<file path="config.mk">
export PLATFORM = sky130hd
export DESIGN_NAME = simon_sequence_player
export DESIGN_NICKNAME = d
export VERILOG_FILES = /design/src/rtl/simon_pkg.sv /design/src/rtl/simon_lfsr16.sv /design/src/rtl/simon_sequence_player.sv
export SDC_FILE = /design/constraint.sdc
export NUM_CORES = 1
export LEC_CHECK = 0
export BUFFER_PORTS_ARGS = -buffer_cell sky130_fd_sc_hd__buf_2
export CORE_ASPECT_RATIO = 0.7
export CORE_MARGIN = 1.5
export CORE_UTILIZATION = 57
export CTS_BUF_LIST = sky130_fd_sc_hd__clkbuf_2
export DETAILED_ROUTE_END_ITERATION = 7
export HOLD_SLACK_MARGIN = 0.08
export MAX_ROUTING_LAYER = met4
export PLACE_DENSITY = 0.84
export SLEW_MARGIN = 10
export SYNTH_ARGS = -nofsm -noshare
export SYNTH_HDL_FRONTEND = slang
export SYNTH_SLANG_ARGS = --single-unit
</file>
<file path="constraint.sdc">
create_clock -name clk -period 2.17 [get_ports clk]
set_input_delay 0.3255 -clock clk [delete_from_list [all_inputs] [get_ports clk]]
set_output_delay 0.3255 -clock clk [all_outputs]
set_load 0.01 [all_outputs]
</file>
<file path="src/rtl/simon_pkg.sv">
// rtl/simon_pkg.sv - shared types, LFSR constants and helpers for the Simon sequence player
package simon_pkg;

  localparam logic [15:0] LFSR_TAPS          = 16'hB400;
  localparam logic [15:0] RESET_SEED_DEFAULT = 16'hACE1;

  typedef logic [1:0] colour_t;

  typedef enum logic [1:0] {
    ST_IDLE,
    ST_ON,
    ST_OFF,
    ST_DONE
  } player_state_t;

  function automatic logic [3:0] onehot4(input colour_t c);
    onehot4 = 4'b0001 << c;
  endfunction

endpackage

</file>
<file path="src/rtl/simon_lfsr16.sv">
// rtl/simon_lfsr16.sv - 16-bit Galois LFSR with synchronous load; load wins over step
module simon_lfsr16
  import simon_pkg::*;
#(
  parameter logic [15:0] RESET_VAL = RESET_SEED_DEFAULT
) (
  input  logic        clk,
  input  logic        rst,
  input  logic        load,
  input  logic [15:0] load_val,
  input  logic        step,
  output logic [15:0] q
);

  always_ff @(posedge clk) begin
    if (rst) begin
      q <= RESET_VAL;
    end else if (load) begin
      q <= load_val;
    end else if (step) begin
      q <= {1'b0, q[15:1]} ^ (q[0] ? LFSR_TAPS : 16'h0000);
    end
  end

endmodule

</file>
<file path="src/rtl/simon_sequence_player.sv">
// rtl/simon_sequence_player.sv - replays the seeded colour sequence on the lamps and
// tracks the expected colour for the input checker
module simon_sequence_player
  import simon_pkg::*;
#(
  parameter int          MAX_LEN    = 32,
  parameter int          ON_TICKS   = 4,
  parameter int          OFF_TICKS  = 2,
  parameter logic [15:0] RESET_SEED = RESET_SEED_DEFAULT,
  localparam int LEN_W  = $clog2(MAX_LEN + 1),
  localparam int TCNT_W = $clog2(((ON_TICKS > OFF_TICKS) ? ON_TICKS : OFF_TICKS) + 1)
) (
  input  logic             clk,
  input  logic             rst,
  input  logic             tick,
  input  logic             new_game,
  input  logic             start_play,
  input  logic [LEN_W-1:0] len,
  input  logic             exp_rewind,
  input  logic             exp_advance,
  output logic [3:0]       led,
  output logic             tone_en,
  output logic [1:0]       tone_sel,
  output logic             busy,
  output logic             done,
  output logic [1:0]       exp_color
);

  localparam logic [LEN_W-1:0]  MAX_LEN_W = LEN_W'(MAX_LEN);
  localparam logic [TCNT_W-1:0] ON_END    = TCNT_W'(ON_TICKS - 1);
  localparam logic [TCNT_W-1:0] OFF_END   = TCNT_W'(OFF_TICKS - 1);

  player_state_t    state, state_n;
  logic [15:0]      seed, capture, free_q, play_q, exp_q;
  logic [LEN_W-1:0] len_q, len_n, len_clamped, idx, idx_n;
  logic [TCNT_W-1:0] tcnt, tcnt_n;
  logic             play_load, play_step, seed_load;
  logic             unused_bits;

  assign len_clamped = (len > MAX_LEN_W) ? MAX_LEN_W : len;
  // A Galois LFSR never reaches zero from a nonzero state; the substitute is defensive
  assign capture     = (free_q == 16'h0000) ? RESET_SEED : free_q;
  assign seed_load   = new_game && (state == ST_IDLE);
  assign exp_color   = exp_q[1:0];
  assign unused_bits = ^{play_q[15:2], exp_q[15:2]};

  simon_lfsr16 #(.RESET_VAL(RESET_SEED)) u_free_lfsr (
    .clk      (clk),
    .rst      (rst),
    .load     (1'b0),
    .load_val (16'h0000),
    .step     (1'b1),
    .q        (free_q)
  );

  simon_lfsr16 #(.RESET_VAL(RESET_SEED)) u_play_lfsr (
    .clk      (clk),
    .rst      (rst),
    .load     (play_load),
    .load_val (seed),
    .step     (play_step),
    .q        (play_q)
  );

  // A fresh game also points the checker back at element 0 of the new sequence
  simon_lfsr16 #(.RESET_VAL(RESET_SEED)) u_exp_lfsr (
    .clk      (clk),
    .rst      (rst),
    .load     (seed_load || exp_rewind),
    .load_val (seed_load ? capture : seed),
    .step     (exp_advance),
    .q        (exp_q)
  );

  always_ff @(posedge clk) begin
    if (rst) begin
      state <= ST_IDLE;
      seed  <= RESET_SEED;
      len_q <= '0;
      idx   <= '0;
      tcnt  <= '0;
    end else begin
      state <= state_n;
      len_q <= len_n;
      idx   <= idx_n;
      tcnt  <= tcnt_n;
      if (seed_load) begin
        seed <= capture;
      end
    end
  end

  always_comb begin
    state_n   = state;
    len_n     = len_q;
    idx_n     = idx;
    tcnt_n    = tcnt;
    play_load = 1'b0;
    play_step = 1'b0;
    led       = 4'b0000;
    tone_en   = 1'b0;
    tone_sel  = 2'b00;
    busy      = 1'b1;
    done      = 1'b0;

    case (state)
      ST_IDLE: begin
        busy = 1'b0;
        if (start_play) begin
          len_n  = len_clamped;
          idx_n  = '0;
          tcnt_n = '0;
          if (len_clamped == '0) begin
            state_n = ST_DONE;
          end else begin
            play_load = 1'b1;
            state_n   = ST_ON;
          end
        end
      end

      ST_ON: begin
        led      = onehot4(play_q[1:0]);
        tone_en  = 1'b1;
        tone_sel = play_q[1:0];
        if (tick) begin
          if (tcnt == ON_END) begin
            tcnt_n  = '0;
            state_n = ST_OFF;
          end else begin
            tcnt_n = tcnt + 1'b1;
          end
        end
      end

      ST_OFF: begin
        if (tick) begin
          if (tcnt == OFF_END) begin
            tcnt_n = '0;
            if (idx == len_q - 1'b1) begin
              state_n = ST_DONE;
            end else begin
              idx_n     = idx + 1'b1;
              play_step = 1'b1;
              state_n   = ST_ON;
            end
          end else begin
            tcnt_n = tcnt + 1'b1;
          end
        end
      end

      ST_DONE: begin
        done    = 1'b1;
        state_n = ST_IDLE;
      end

      default: state_n = ST_IDLE;
    endcase
  end

endmodule
</file>
==> run summary <==
Crit path max fanout - 7
Async SR Flop Fraction - 0%
Clk pwr share - 19.1%
Worst setup margin - -0.1158 ns
Hold Path Class - in2reg
Fin cells - 563
Minimum clock period after layout - 2.286 ns
Kind of critical path - reg2reg
Commonest non-fill, non-tap cells in the layout - dfxtp_1, nand2_1, nor2_1
Die Wd - 101.3 um
Internal power - 2.696 mW
CTS buffer count - 9
First-pass detailed-route iteration total - 5
Peak VDD IR - 0.0006108 V
Die area - 7273 um^2
Iteration-0 DRC Markers - 199
Commonest non-fill, non-tap cell in the layout - dfxtp_1
Max-slew violations - 0
First-pass GRT wire length - 14.50 mm
Largest net degree at the start of global routing - 66
Number of global-route vias before repair - 2,960
CP startpoint kind - register
Violated checks - setup timing
Top-area cell type share of the netlist area - 42.06%
IO Count - 24
Max_slew headroom - 64.88%
Mean post-synth cell area - 8.761 um^2
WL/cell - 16.01 um
Syn Inst Count - 440
Yosys reg bits - 81
Yosys Warn Count - 0
Clock Sinks - 81
Drc violations - 0
Reg power frac - 44.0%
Post-synth EDFFs - 0
Row Count - 24
Clk_lat worst skew - 0.56 ns
Reg clk slew, reported paths - 0.24 ns
Port-buffer cells - 23
Starting Density - 60.55%
N_diodes - 0
Final Hold Vio Count - 0
NetSw - 1.678 mW
Primary FF master, synth - dfxtp_1
Util after Layout - 68.10%
TritonCTS clock tree - yes
Status - finished, violations left
Footprint of the multi-input gates - 2092 um^2
Register area - 1627 um^2
Power Density - 1009 nW/um^2
Nets - 492
Antenna violations before repair - 0
P_leak - 1.736 nW
H-tree Lvls - 3
RSZ-0062 raised after global routing - true
GRT Total Usage - 26.70%
Combinational Power Share - 37.0%
Vias per cell - 5.780
Bufs on Longest Clock Path - 2
Synthesized Nets - 465
Final WL - 9.014 mm
Worst-Margin Slew - 0.5213 ns
Final Skew - 0.03409 ns
Critical path endpoint category - register
Pre-CTS setup slack - 0.01097 ns
Library cells used by synthesis - 49
Sw Ratio - 38.36%
Routed Antenna Nets - 0
Placed Cells - 541
Max Fclk - 437.5 MHz
P&R area growth vs syn - 12.46%
GRT overflow - 0
Post-synthesis sequential area ratio - 42.06%
Crit path arrival time - 2.72 ns
Chip Height - 71.81 um
Clk root buf - clkbuf_2
Fill count - 515
GPL Wtd Cong - 0.8685
Final Cycle Share - 105.3%
Synthesized area - 3855 um^2
MaxCap Viol Count - 0
CORE AREA - 6366 um^2
Synth area leader - dfxtp_1
WP data required - 2.61 ns
Fraction of layout cells with a size suffix above 1 - 20.97%
Via count - 3,254
Placed wire-length estimate - 5.957 mm
Top post-synthesis cells by area - dfxtp_1, a21oi_1, mux2i_1, nand2_1, ha_1
Final setup violation count - 6
## sequential cells by signal, indices dropped and copies added, names as in the netlist
name           count
len_q              6
u_free_lfsr.q     16
idx                6
u_play_lfsr.q     16
seed              16
u_exp_lfsr.q      16
state              2
tcnt               3
## metal layers
metal  share of wire (%)  vias to the layer above  GRT usage [%]
li1                    -                     1597              -
met1                  46                     1527          36.13
met3                 7.2                       15          7.220
met2                  46                      115          40.04
met5                   0                        -              -
met4                 1.1                        0          6.327
## stage by stage
| stage | total power, mW | cell area [um^2] | TNS (ns) | hold slack [ns] |
|---|---|---|---|---|
| global placement | 3.303 | 4069 | 0 | 0.4624 |
| global route | 4.644 | 4335 | -0.8483 | 0.1417 |
| finish | 4.374 | 4335 | -0.4264 | 0.1363 |
| floorplan | 2.947 | 3855 | 0 | 0.4355 |
| detailed placement | 3.364 | 4069 | 0 | 0.4617 |
| CTS | 4.213 | 4225 | 0 | 0.08588 |
## Yosys cell counts, types with 10 or more instances
library cell   n
a211oi_1      16
a21oi_1       39
clkbuf_1      18
dfxtp_1       81
ha_1          12
inv_1         11
mux2i_1       16
nand2_1       42
nand3_1       21
nor2_1        40
o21ai_0       20
xnor2_1       10
## path summary, 6_finish.rpt
| path | from | end | slack, ns | depth (start not counted) |
|---|---|---|---|---|
| worst min register to register | u_free_lfsr.q[10] | u_free_lfsr.q[9] | 0.48 | 1 |
| worst min-delay path | len[5] | len_q[4] | 0.14 | 4 |
| worst max register to register | len_q[1] | u_play_lfsr.q[1] | -0.12 | 9 |
| worst max-delay path | len_q[1] | u_play_lfsr.q[1] | -0.12 | 9 |
## power by group through the flow
stage	clock, mW	combinational, mW	sequential, mW
4_1_cts	0.845	1.46	1.91
3_3_place_gp	0	1.38	1.92
6_report	0.834	1.62	1.92
3_5_place_dp	0	1.43	1.93
5_1_grt	0.912	1.78	1.95
2_1_floorplan	0	1.08	1.86
## layout make-up
class,count,share of cell area [%]
clock buffer,9,1.039
timing repair buffer,47,7.821
multi-input combinational,317,48.25
tap,91,2.626
inverter,11,0.9524
clock inverter,7,1.789
sequential,81,37.52
## timing repair
| action | 4_1_cts | 5_1_grt |
|---|---|---|
| hold buffers | 2 | 1 |
| pin swaps | 0 | 8 |
| buffers inserted | 0 | 2 |
| cloned | 0 | 1 |
| setup endpoints to repair | 5 | 21 |
| hold endpoints to repair | 1 | 2 |
| resized for setup | 3 | 25 |
## cells by family (layout without fill, tap and decap cells)
kind of cell	count (synthesis)	after routing	share of synthesized area, %
buffers and inverters	42	74	5.615
AND/OR/NAND/NOR	163	163	21.10
adder cells (fa/ha/maj)	12	12	3.895
XOR/XNOR	17	17	3.862
flip-flops	81	81	42.06
AO/OA/AOI/OAI	102	102	17.27
multiplexers	23	23	6.199
## critical path, cell delays in order (launching register included)
cell,delay [ns]
dfxtp_2,0.40
inv_2,0.05
ha_4,0.15
and2_4,0.16
o21a_1,0.18
o31a_1,0.40
o31ai_4,0.25
buf_6,0.18
mux2i_1,0.29
a211oi_2,0.13
Power figures use the tool's default switching activity.
